[config.mk]
export PLATFORM = sky130hd
export DESIGN_NAME = pq_req_sched
export DESIGN_NICKNAME = d
export VERILOG_FILES = /design/src/rtl/pq_pkg.sv /design/src/rtl/pq_rr_arb.sv /design/src/rtl/pq_req_sched.sv
export SDC_FILE = /design/constraint.sdc
export NUM_CORES = 1
export LEC_CHECK = 0
export BUFFER_PORTS_ARGS = -buffer_cell sky130_fd_sc_hd__buf_4
export CORE_MARGIN = 5
export CORE_UTILIZATION = 35
export CTS_BUF_LIST = sky130_fd_sc_hd__clkbuf_8 sky130_fd_sc_hd__clkbuf_16
export DETAILED_ROUTE_END_ITERATION = 10
export PLACE_DENSITY = 0.65
export SLEW_MARGIN = 20
export SYNTH_ARGS = -nofsm -noshare
export SYNTH_HDL_FRONTEND = slang
export SYNTH_SLANG_ARGS = --single-unit
[constraint.sdc]
create_clock -name clk_i -period 3.8 [get_ports clk_i]
set_input_delay 0.57 -clock clk_i [delete_from_list [all_inputs] [get_ports clk_i]]
set_output_delay 0.57 -clock clk_i [all_outputs]
set_load 0.02 [all_outputs]
[src/rtl/pq_pkg.sv]
// Shared types for the priority-queue request scheduler.
package pq_pkg;

    localparam int DATA_WIDTH = 8;
    localparam int ID_WIDTH   = 4;

    typedef enum logic [1:0] {
        PQ_OP_PUSH = 2'd0,
        PQ_OP_POP  = 2'd1,
        PQ_OP_DROP = 2'd2,
        PQ_OP_RSVD = 2'd3
    } pq_op_e;

    typedef enum logic [1:0] {
        PQ_ST_OK      = 2'd0,
        PQ_ST_EMPTY   = 2'd1,
        PQ_ST_TIMEOUT = 2'd2,
        PQ_ST_ILLEGAL = 2'd3
    } pq_status_e;

    typedef enum logic [1:0] {
        SCHED_IDLE  = 2'd0,
        SCHED_ISSUE = 2'd1,
        SCHED_RESP  = 2'd2
    } sched_state_e;

endpackage

[src/rtl/pq_rr_arb.sv]
// Round-robin arbiter: searches from the last winner + 1 and wraps around,
// so the most recent winner always has the lowest priority.
module pq_rr_arb
    import pq_pkg::*;
#(
    parameter int NUM_REQ = 4
) (
    input  logic                       clk_i,
    input  logic                       rst_ni,
    input  logic [NUM_REQ-1:0]         req_i,
    input  logic                       accept_i,
    output logic [NUM_REQ-1:0]         gnt_o,
    output logic [$clog2(NUM_REQ)-1:0] idx_o,
    output logic                       valid_o
);

    localparam int GW = $clog2(NUM_REQ);

    logic [GW-1:0] ptr_q, ptr_d;
    logic [GW-1:0] cand_idx;
    int            cand;

    // Pick the first valid requester after the pointer, wrapping around.
    always_comb begin
        gnt_o    = '0;
        idx_o    = '0;
        valid_o  = 1'b0;
        cand     = 0;
        cand_idx = '0;
        for (int k = 1; k <= NUM_REQ; k++) begin
            cand     = (int'(ptr_q) + k) % NUM_REQ;
            cand_idx = GW'(cand);
            if (!valid_o && req_i[cand_idx]) begin
                valid_o         = 1'b1;
                idx_o           = cand_idx;
                gnt_o[cand_idx] = 1'b1;
            end
        end
    end

    // The pointer moves to the winner only when the grant is actually taken.
    always_comb begin
        ptr_d = ptr_q;
        if (accept_i && valid_o) begin
            ptr_d = idx_o;
        end
    end

    // Pointer register; reset value gives requester 0 first priority.
    always_ff @(posedge clk_i or negedge rst_ni) begin
        if (!rst_ni) begin
            ptr_q <= GW'(NUM_REQ - 1);
        end else begin
            ptr_q <= ptr_d;
        end
    end

endmodule

[src/rtl/pq_req_sched.sv]
// Shares one priority queue between several requesters: arbitrates, issues
// one pq operation per grant with a rdy handshake and watchdog, and returns
// the registered result to the winner.
module pq_req_sched
    import pq_pkg::*;
#(
    parameter int NUM_REQ = 4,
    parameter int DW      = DATA_WIDTH,
    parameter int IW      = ID_WIDTH,
    parameter int TIMEOUT = 16
) (
    input  logic                       clk_i,
    input  logic                       rst_ni,
    input  logic [NUM_REQ-1:0]         req_valid_i,
    output logic [NUM_REQ-1:0]         req_ready_o,
    input  logic [NUM_REQ*2-1:0]       req_op_i,
    input  logic [NUM_REQ*DW-1:0]      req_data_i,
    input  logic [NUM_REQ*IW-1:0]      req_id_i,
    output logic [NUM_REQ-1:0]         rsp_valid_o,
    input  logic [NUM_REQ-1:0]         rsp_ready_i,
    output logic [DW-1:0]              rsp_data_o,
    output logic [IW-1:0]              rsp_id_o,
    output logic [1:0]                 rsp_status_o,
    output logic                       rsp_ovf_o,
    output logic                       busy_o,
    output logic [$clog2(NUM_REQ)-1:0] grant_idx_o,
    output logic                       pq_push_o,
    output logic                       pq_pop_o,
    output logic                       pq_drop_o,
    output logic [DW-1:0]              pq_data_o,
    output logic [IW-1:0]              pq_drop_id_o,
    input  logic                       pq_push_rdy_i,
    input  logic                       pq_pop_rdy_i,
    input  logic                       pq_drop_rdy_i,
    input  logic [IW-1:0]              pq_push_id_i,
    input  logic [DW-1:0]              pq_data_i,
    input  logic                       pq_empty_i,
    input  logic                       pq_full_i,
    input  logic                       pq_overflow_i
);

    localparam int GW = $clog2(NUM_REQ);
    localparam int CW = (TIMEOUT > 1) ? $clog2(TIMEOUT) : 1;
    localparam logic [CW-1:0] WD_LAST = (TIMEOUT > 0) ? CW'(TIMEOUT - 1) : '0;

    sched_state_e  state_q, state_d;
    pq_op_e        op_q, op_d;
    logic [DW-1:0] data_q, data_d;
    logic [IW-1:0] id_q, id_d;
    logic [GW-1:0] grant_q, grant_d;
    logic [DW-1:0] rsp_data_q, rsp_data_d;
    logic [IW-1:0] rsp_id_q, rsp_id_d;
    pq_status_e    rsp_status_q, rsp_status_d;
    logic          rsp_ovf_q, rsp_ovf_d;
    logic [CW-1:0] wd_cnt_q, wd_cnt_d;

    logic [NUM_REQ-1:0] arb_gnt;
    logic [GW-1:0]      arb_idx;
    logic               arb_valid;
    logic               arb_accept;
    pq_op_e             sel_op;
    logic [DW-1:0]      sel_data;
    logic [IW-1:0]      sel_id;
    logic               issue;
    logic               fire;

    // A full pq still accepts pushes (it evicts), so fullness is not consulted.
    logic unused_full;
    assign unused_full = pq_full_i;

    assign arb_accept = (state_q == SCHED_IDLE) && arb_valid;

    pq_rr_arb #(
        .NUM_REQ (NUM_REQ)
    ) u_arb (
        .clk_i    (clk_i),
        .rst_ni   (rst_ni),
        .req_i    (req_valid_i),
        .accept_i (arb_accept),
        .gnt_o    (arb_gnt),
        .idx_o    (arb_idx),
        .valid_o  (arb_valid)
    );

    // One-hot mux of the winning requester's op, data and id.
    always_comb begin
        sel_op   = PQ_OP_PUSH;
        sel_data = '0;
        sel_id   = '0;
        for (int k = 0; k < NUM_REQ; k++) begin
            if (arb_gnt[k]) begin
                sel_op   = pq_op_e'(req_op_i[k*2 +: 2]);
                sel_data = req_data_i[k*DW +: DW];
                sel_id   = req_id_i[k*IW +: IW];
            end
        end
    end

    // Strobes come straight from the state register so reset drops them at once.
    assign issue        = (state_q == SCHED_ISSUE);
    assign pq_push_o    = issue && (op_q == PQ_OP_PUSH);
    assign pq_pop_o     = issue && (op_q == PQ_OP_POP);
    assign pq_drop_o    = issue && (op_q == PQ_OP_DROP);
    assign fire         = (pq_push_o && pq_push_rdy_i) ||
                          (pq_pop_o  && pq_pop_rdy_i)  ||
                          (pq_drop_o && pq_drop_rdy_i);
    assign pq_data_o    = data_q;
    assign pq_drop_id_o = id_q;

    assign req_ready_o  = (rst_ni && arb_accept) ? arb_gnt : '0;
    assign busy_o       = (state_q != SCHED_IDLE);
    assign grant_idx_o  = grant_q;
    assign rsp_data_o   = rsp_data_q;
    assign rsp_id_o     = rsp_id_q;
    assign rsp_status_o = rsp_status_q;
    assign rsp_ovf_o    = rsp_ovf_q;

    // Only the granted requester sees a response valid.
    always_comb begin
        rsp_valid_o = '0;
        if (state_q == SCHED_RESP) begin
            rsp_valid_o[grant_q] = 1'b1;
        end
    end

    // Scheduler next-state: accept, issue with watchdog, hold response.
    always_comb begin
        state_d      = state_q;
        op_d         = op_q;
        data_d       = data_q;
        id_d         = id_q;
        grant_d      = grant_q;
        rsp_data_d   = rsp_data_q;
        rsp_id_d     = rsp_id_q;
        rsp_status_d = rsp_status_q;
        rsp_ovf_d    = rsp_ovf_q;
        wd_cnt_d     = wd_cnt_q;
        case (state_q)
            SCHED_IDLE: begin
                if (arb_valid) begin
                    op_d     = sel_op;
                    data_d   = sel_data;
                    id_d     = sel_id;
                    grant_d  = arb_idx;
                    wd_cnt_d = '0;
                    if (sel_op == PQ_OP_RSVD) begin
                        state_d      = SCHED_RESP;
                        rsp_status_d = PQ_ST_ILLEGAL;
                    end else if (sel_op == PQ_OP_POP && pq_empty_i) begin
                        state_d      = SCHED_RESP;
                        rsp_status_d = PQ_ST_EMPTY;
                    end else begin
                        state_d = SCHED_ISSUE;
                    end
                end
            end
            SCHED_ISSUE: begin
                if (fire) begin
                    state_d      = SCHED_RESP;
                    rsp_status_d = PQ_ST_OK;
                    wd_cnt_d     = '0;
                    case (op_q)
                        PQ_OP_PUSH: begin
                            rsp_id_d   = pq_push_id_i;
                            rsp_data_d = data_q;
                            rsp_ovf_d  = pq_overflow_i;
                        end
                        PQ_OP_POP: begin
                            rsp_id_d   = '0;
                            rsp_data_d = pq_data_i;
                        end
                        PQ_OP_DROP: begin
                            rsp_id_d   = id_q;
                            rsp_data_d = '0;
                        end
                        default: begin
                            rsp_id_d   = '0;
                            rsp_data_d = '0;
                        end
                    endcase
                end else if (TIMEOUT != 0 && wd_cnt_q == WD_LAST) begin
                    state_d      = SCHED_RESP;
                    rsp_status_d = PQ_ST_TIMEOUT;
                    rsp_data_d   = '0;
                    rsp_id_d     = '0;
                    rsp_ovf_d    = 1'b0;
                    wd_cnt_d     = '0;
                end else if (TIMEOUT != 0) begin
                    wd_cnt_d = wd_cnt_q + CW'(1);
                end
            end
            SCHED_RESP: begin
                if (rsp_ready_i[grant_q]) begin
                    state_d      = SCHED_IDLE;
                    rsp_data_d   = '0;
                    rsp_id_d     = '0;
                    rsp_status_d = PQ_ST_OK;
                    rsp_ovf_d    = 1'b0;
                end
            end
            default: begin
                state_d = SCHED_IDLE;
            end
        endcase
    end

    // State and datapath registers; reset abandons any operation in flight.
    always_ff @(posedge clk_i or negedge rst_ni) begin
        if (!rst_ni) begin
            state_q      <= SCHED_IDLE;
            op_q         <= PQ_OP_PUSH;
            data_q       <= '0;
            id_q         <= '0;
            grant_q      <= '0;
            rsp_data_q   <= '0;
            rsp_id_q     <= '0;
            rsp_status_q <= PQ_ST_OK;
            rsp_ovf_q    <= 1'b0;
            wd_cnt_q     <= '0;
        end else begin
            state_q      <= state_d;
            op_q         <= op_d;
            data_q       <= data_d;
            id_q         <= id_d;
            grant_q      <= grant_d;
            rsp_data_q   <= rsp_data_d;
            rsp_id_q     <= rsp_id_d;
            rsp_status_q <= rsp_status_d;
            rsp_ovf_q    <= rsp_ovf_d;
            wd_cnt_q     <= wd_cnt_d;
        end
    end

endmodule

==> results by group, run 1 <==
STA
  – Final Cycle Share: roughly 94%
  – Min cycle time layout: between 3 and 4 ns
  – Setup TNS: 0 ns
  – Hold Fails Final Rpt: 0
  – Min Hold Slack: 0.3700 ns
  – Final setup vio count: 0
  – Max_slew headroom: 35.04%
  – Slew @ Worst Pin: around 1 ns
  – Fin. max-slew vios: 0
  – FMAX: 281.0 MHz
  – Clk_skew: between 0.005 and 0.006 ns
  – RSZ-0062 raised after global routing: no

Worst setup path
  – Top Family by Delay on Critical Path: compound AO/OA/AOI/OAI gates
  – Worst Path Required: 3.97 ns
  – Reg2reg start: u_arb.ptr_q[0]$_DFFE_PN1P_
  – CP cell instances: inv_1 -> ha_2 -> mux4_2 -> a21oi_1 -> a21oi_1 -> a221o_1 -> a21oi_2 -> a2111oi_4 -> a2111oi_2 -> mux2_4
  – FF-to-FF End: rsp_status_o[1]$_DFFE_PN0P_
  – Critical Path AT: 3.73 ns
  – CP dominant cell by count: a21oi_1
  – Crit-path slowest cell: mux4_2
  – Crit end category: register
  – Worst path max stage delay: 0.54 ns
  – CP Launch Type: register
  – CP Class: reg2reg
  – Buffers and inverters on the worst path: 1
  – Reg2reg setup slack: 0.24 ns
  – FF-to-FF path depth: 10
  – CP max FO: 9

Hold path
  – HP Class: in2async

Synth
  – Synth Area in Compound Gates: between 20% and 30%
  – Sequential area share after synthesis: about a third
  – Synth warnings: 0
  – Mapped Cells: 334
  – Post-Syn Nets: 431
  – Synth Area per Inst: approximately 8.7 um2
  – FF+latch count, synth: 39
  – Post-Synth Simple-Gate Area: between 10% and 20%
  – XOR/XNOR share of the synthesized area: 0%
  – Synth Cell Area: 2902 um2
  – Post-synth EDFFs: 0
  – Post-synthesis mux area share: 10.26%
  – Post-synthesis cell type count: 50
  – Ys async rst share: 100.0%
  – Combinational family with the most area after synthesis: compound AO/OA/AOI/OAI gates
  – Primary FF master, synth: dfrtp_1
  – Adder-cell share of the synthesized area: under 10%

Global route
  – First-pass GRT wire length: between 10 and 15 mm
  – Initial antenna violation count: 0
  – Vias in the first global route: around 2800
  – All-layer global routing usage: 17.09%
  – Largest net degree at the start of global routing: 40
  – Total gr overflow: 0

Placed design
  – GPL Wtd Cong: roughly 0.82
  – PortBufs: 123
  – DP HPWL: 6.958 mm

Pwr
  – Static Leak: 1.941 nW
  – Max IR drop VDD: around 0.0005 V
  – PwrDens: just over 900 nW/um2

Detailed routing
  – Antenna viol nets, final: 0
  – Drt via density: 5.277
  – TritonRoute pass-1 iters: 4
  – Residual DRC: 0
  – Total Routed Length: between 8 and 9 mm
  – DRT iter0 DRCs: 113
  – DR WL/cell: roughly 16 um
  – Vias: 2918

Clocking
  – Clk buf depth: 2
  – Worst-path clk slew: 0.08 ns
  – Clk sinks: 39
  – Post-CTS sizing: 0
  – Root buffer cell: clkbuf_8
  – Num CTS Buffers: 5
  – Post-CTS setup buffer count: 0
  – CTS Hold Buffers Added: 0
  – Htree depth: 2
  – Later-pin clock latency in the skew report: 0.29 ns
  – CTS tree: yes

Finish
  – Diodes inserted: 0
  – Layout Nets: 544
  – Share of cells above drive strength 1: 34.15%
  – Layout area overhead: 39.59%

Floorplanning
  – Ports: 125
  – Die area: 10210 um2
  – Core ar.: 8134 um2
  – Num rows: 33
  – Initial Utilization: 35.67%
  – Die Ht: 101.1 um
  – Die W: roughly 100 um

Run
  – Max Cap Viol: 0

Outcome
  – Status: finished, final reports clean
[synth_stat cells (2+ instances only)]
cell	count	area share [%]
a21boi_0	2	0.52
o211ai_1	2	0.52
o21ai_1	3	0.52
dfstp_2	2	1.8
nor2_1	20	2.6
a221o_1	4	1.4
a221oi_1	13	3.9
buf_1	2	0.26
o31ai_1	15	3.9
o21a_1	2	0.52
or3_1	2	0.43
nand2_1	42	5.4
and2_1	3	0.65
nand2b_1	3	0.65
a21o_1	5	1.3
nor2b_1	4	0.86
clkbuf_1	17	2.2
ha_1	13	5.6
mux2i_1	17	5.9
inv_1	13	1.7
dfrtp_1	37	32
nand3b_1	4	1.0
mux4_2	4	3.1
and3_1	2	0.43
a31oi_1	4	0.86
a211oi_1	3	0.78
nand3_1	2	0.34
and3b_1	6	1.8
nor3b_1	5	1.3
nor3_1	13	2.2
buf_2	6	1.0
a21oi_1	24	4.1
o21ai_0	23	4.0
[how the worst max path moves through the flow]
stage                                           from                           to  slack, ns  depth (start not counted)
after floorplan           u_arb.ptr_q[0]$_DFFE_PN1P_  rsp_status_o[1]$_DFFE_PN0P_       0.04                         13
after global placement    u_arb.ptr_q[0]$_DFFE_PN1P_  rsp_status_o[1]$_DFFE_PN0P_       0.27                         10
after detailed placement  u_arb.ptr_q[0]$_DFFE_PN1P_  rsp_status_o[1]$_DFFE_PN0P_       0.22                         10
after CTS                 u_arb.ptr_q[0]$_DFFE_PN1P_               req_ready_o[3]       0.19                          9
after global routing      u_arb.ptr_q[0]$_DFFE_PN1P_  rsp_status_o[1]$_DFFE_PN0P_       0.06                         10
final                     u_arb.ptr_q[0]$_DFFE_PN1P_  rsp_status_o[1]$_DFFE_PN0P_       0.24                         10
[layout by cell type (no fill, tap or decap), drive strengths merged, types with 6 or more instances in the layout]
master	synthesis	layout
a21oi	24	24
nor3	13	13
buf	9	132
inv	13	14
and3b	6	6
dfrtp	37	37
nand2	42	42
ha	13	13
o31ai	15	15
o21ai	26	26
nor2	20	20
a221oi	14	14
mux2i	17	17
[flip-flops by register name, summed over array words and instances (netlist names), 4 cells and up]
| signal | flops |
|---|---|
| pq_data_o | 8 |
| rsp_data_o | 8 |
| pq_drop_id_o | 4 |
| rsp_id_o | 4 |
| wd_cnt_q | 4 |
[metrics by stage]
step | instance area (um2) | util [%] | power, mW | setup WS (ns) | cells
floorplan | 2907 | - | 2.557 | 0.04178 | 334
global placement | 3915 | 48.13 | 3.271 | 0.2689 | 545
detailed placement | 3915 | 48.13 | 3.313 | 0.2237 | 545
CTS | 4048 | 49.76 | 3.728 | 0.1860 | 553
global route | 4050 | 49.79 | 4.061 | 0.06222 | 553
finish | 4050 | 49.79 | 3.719 | 0.2414 | 553
[logic make-up after synthesis]
family / after synthesis
adder cells (fa/ha/maj): 13
AND/OR/NAND/NOR: 109
flip-flops: 39
buffers and inverters: 39
multiplexers: 24
AO/OA/AOI/OAI: 110
[report_power, final]
group	internal [mW]	switching, mW	total, mW
sequential	0.579	0.167	0.746
clock	0.260	0.146	0.405
combinational	1.07	1.50	2.57
total	1.91	1.81	3.72
[layout make-up]
| cell class | count | area, um2 |
|---|---|---|
| fillers | 764 | 4084 |
| multi-input cells | 256 | 1768 |
| repair buffers | 132 | 991.0 |
| flip-flops and latches | 39 | 978.4 |
| well taps | 105 | 131.4 |
| clock buffers | 5 | 68.82 |
| clock inverters | 3 | 63.81 |
| inverters | 13 | 48.80 |
[worst register-to-register path, stage by stage, from the launching register on]
cell and delay, ns:
dfstp_2 0.53, inv_1 0.10, ha_2 0.44, mux4_2 0.54
a21oi_1 0.16, a21oi_1 0.07, a221o_1 0.40, a21oi_2 0.24
a2111oi_4 0.11, a2111oi_2 0.52, mux2_4 0.34
[per-layer routing]
metal	track usage, %	share of wire (%)
met1	24.63	46
met2	27.01	48
met3	3.114	5.6
met4	2.965	0.90
met5	0	0
Note: power is estimated with default switching activity, not from simulation.
==> run 2, diff against run 1 <==
- ABC_AREA: unset -> 1
- BUFFER_PORTS_ARGS: -buffer_cell sky130_fd_sc_hd__buf_4 -> -buffer_cell sky130_fd_sc_hd__buf_2
==> run 2 against run 1 <==
Sequential share of layout area increased by 2.0 points. Synthesized cell count increased by 26%. Combinational power increased by 7%.
==> results by group, run 2 <==
Outcome
  – Status: finished, final reports clean

Clocking
  – Later-pin clock latency in the skew report: 0.29 ns
  – Clk buf depth: 2
  – Clk sinks: 39
  – Num CTS Buffers: 5
  – Worst-path clk slew: 0.08 ns
  – Post-CTS setup buffer count: 0
  – Root buffer cell: clkbuf_8
  – CTS Hold Buffers Added: 0
  – Htree depth: 2
  – CTS tree: yes
  – Post-CTS sizing: 0

Synth
  – Ys async rst share: 100.0%
  – Sequential area share after synthesis: 33.22%
  – Synth Area per Inst: 6.979 um2
  – Commonest cells post-synth: nand2_1, inv_1, dfrtp_1
  – Post-Syn Nets: 519
  – Synth top area cells: dfrtp_1, nand2_1, inv_1, ha_1, a21oi_1
  – Post-synthesis cell type count: 37
  – Synth Cell Area: ~2900 um2
  – Cell taking the most area after synthesis: dfrtp_1
  – Synth warnings: 0
  – Top-count cell post-synth: nand2_1
  – Mapped Cells: approximately 420
  – Synth top area share: 31.44%
  – FF+latch count, synth: 39
  – Post-synth EDFFs: 0
  – Primary FF master, synth: dfrtp_1

Placed design
  – PortBufs: ~120
  – GPL Wtd Cong: slightly below 0.9
  – Cell Area, Placed: 3651 um2
  – DP HPWL: 6.853 mm
  – Post-placement cell count: 641

Finish
  – Layout Nets: 640
  – Filler instances: 849
  – Most frequent cells in the layout: nand2_1, buf_2, inv_1
  – Final Non-Filler Cells: between 600 and 700
  – Layout area overhead: 26.85%
  – Most common cell after layout, fill and taps aside: nand2_1
  – Final Instance Area: 3736 um2
  – Share of cells above drive strength 1: 31.80%
  – Diodes inserted: 0

Pwr
  – Static Leak: 2.142 nW
  – Max IR drop VDD: 0.0006111 V
  – PwrDens: 1010 nW/um2

STA
  – Final setup vio count: 0
  – Clk_skew: 0.006487 ns
  – Fin. max-slew vios: 0
  – Hold Fails Final Rpt: 0
  – Min cycle time layout: 3.396 ns
  – Min Hold Slack: 0.3740 ns
  – FMAX: between 200 and 300 MHz
  – Slew @ Worst Pin: between 0.7 and 0.8 ns
  – Setup TNS: 0 ns
  – Max_slew headroom: 48.13%
  – RSZ-0062 raised after global routing: no
  – Final Cycle Share: 89.37%

Detailed routing
  – TritonRoute pass-1 iters: 4
  – Drt via density: about 4.8
  – DRT iter0 DRCs: 83
  – Residual DRC: 0
  – Antenna viol nets, final: 0
  – Total Routed Length: approximately 8.5 mm
  – Vias: 3103
  – DR WL/cell: 13.16 um

Floorplanning
  – Die Ht: 101.7 um
  – Die area: 10350 um2
  – Ports: ~130
  – Core ar.: 8217 um2
  – Die W: 101.7 um
  – Num rows: 33
  – Initial Utilization: 35.85%

Worst setup path
  – Reg2reg setup slack: 0.54 ns
  – Critical Path AT: 2.83 ns
  – CP max FO: 18
  – CP Class: reg2out
  – Crit-path slowest cell: dfstp_2
  – Crit end category: output port
  – CP Launch Type: register
  – Top Family by Delay on Critical Path: simple AND/OR/NAND/NOR gates
  – Worst path max stage delay: 0.65 ns
  – CP cell instances: inv_1 -> ha_1 -> inv_1 -> nand2_1 -> nand2_2 -> inv_2 -> nor3_2 -> nand2_1 -> nand3_2 -> nand2_1 -> inv_1 -> buf_2
  – Worst Path Required: roughly 3.2 ns
  – Buffers and inverters on the worst path: 5

Global route
  – All-layer global routing usage: 16.46%
  – Vias in the first global route: 2906
  – Initial antenna violation count: 0
  – Largest net degree at the start of global routing: 40
  – Total gr overflow: 0
  – First-pass GRT wire length: 13.62 mm

Run
  – Max Cap Viol: 0

Hold path
  – HP Class: in2async
-- run 2: cell types whose count changed after synthesis, moves of 7 or more --
cell      change
a21oi_1       +8
mux2i_1      -17
o21ai_1       +7
nand2_1      +93
nor2_1       -10
a22oi_2      +10
o31ai_1      -14
a221oi_1     -13
nor3_1        -7
nand3_1      +20
inv_1        +46
clkbuf_1     -11
-- run 2: kinds of logic (layout without fill, tap and decap cells) --
| logic type | count (synthesis) | in the layout | share of synthesized area [%] |
|---|---|---|---|
| and+or+nand+nor | 199 | 199 | 30.42 |
| buffers and inverters | 76 | 198 | 10.32 |
| adders and majority gates | 13 | 13 | 5.523 |
| DFF | 39 | 39 | 33.22 |
| AOI/OAI and AO/OA | 95 | 95 | 20.52 |
-- run 2: per-layer routing --
metal  share of wire (%)  vias up  global-route usage (%)
met5                   0        -                       0
met4                 1.2        0                   3.988
met3                 5.7        9                   3.030
met2                  47       91                   26.96
met1                  46     1392                   22.50
li1                    -     1611                       -
-- run 2: final cells by class --
type | count | area (um2) | area share (%)
Tap cell | 105 | 131.4 | 3.516
Clock inverter | 3 | 16.27 | 0.4354
Sequential cell | 39 | 978.4 | 26.19
Inverter | 64 | 240.2 | 6.430
Multi-Input combinational cell | 307 | 1663 | 44.51
Timing Repair Buffer | 126 | 638.1 | 17.08
Clock buffer | 5 | 68.82 | 1.842
-- run 2: worst paths after layout --
kind,to,depth (start not counted),startpoint
setup / recovery,req_ready_o[3],12,u_arb.ptr_q[1]$_DFFE_PN1P_
max in group asynchronous,u_arb.ptr_q[0]$_DFFE_PN1P_,2,rst_ni
min in group clk_i,rsp_data_o[4]$_DFFE_PN0P_,2,rsp_data_o[4]$_DFFE_PN0P_
setup reg to reg,pq_drop_id_o[0]$_DFFE_PN0P_,13,u_arb.ptr_q[1]$_DFFE_PN1P_
hold / removal,pq_data_o[2]$_DFFE_PN0P_,2,rst_ni
hold reg to reg,rsp_data_o[4]$_DFFE_PN0P_,2,rsp_data_o[4]$_DFFE_PN0P_
-- run 2: power by group --
group,switching [mW],internal [mW],leakage [nW]
combinational,1.87,0.874,1.60
clock,0.150,0.126,0.0453
sequential,0.138,0.609,0.494
-- run 2: through the flow --
step,utilization [%],worst slack (ns),power [mW]
floorplan,-,0.9478,2.854
global placement,44.43,0.6552,3.441
detailed placement,44.43,0.5832,3.496
CTS,45.47,0.4042,3.780
global route,45.47,0.1389,4.165
finish,45.47,0.4041,3.772
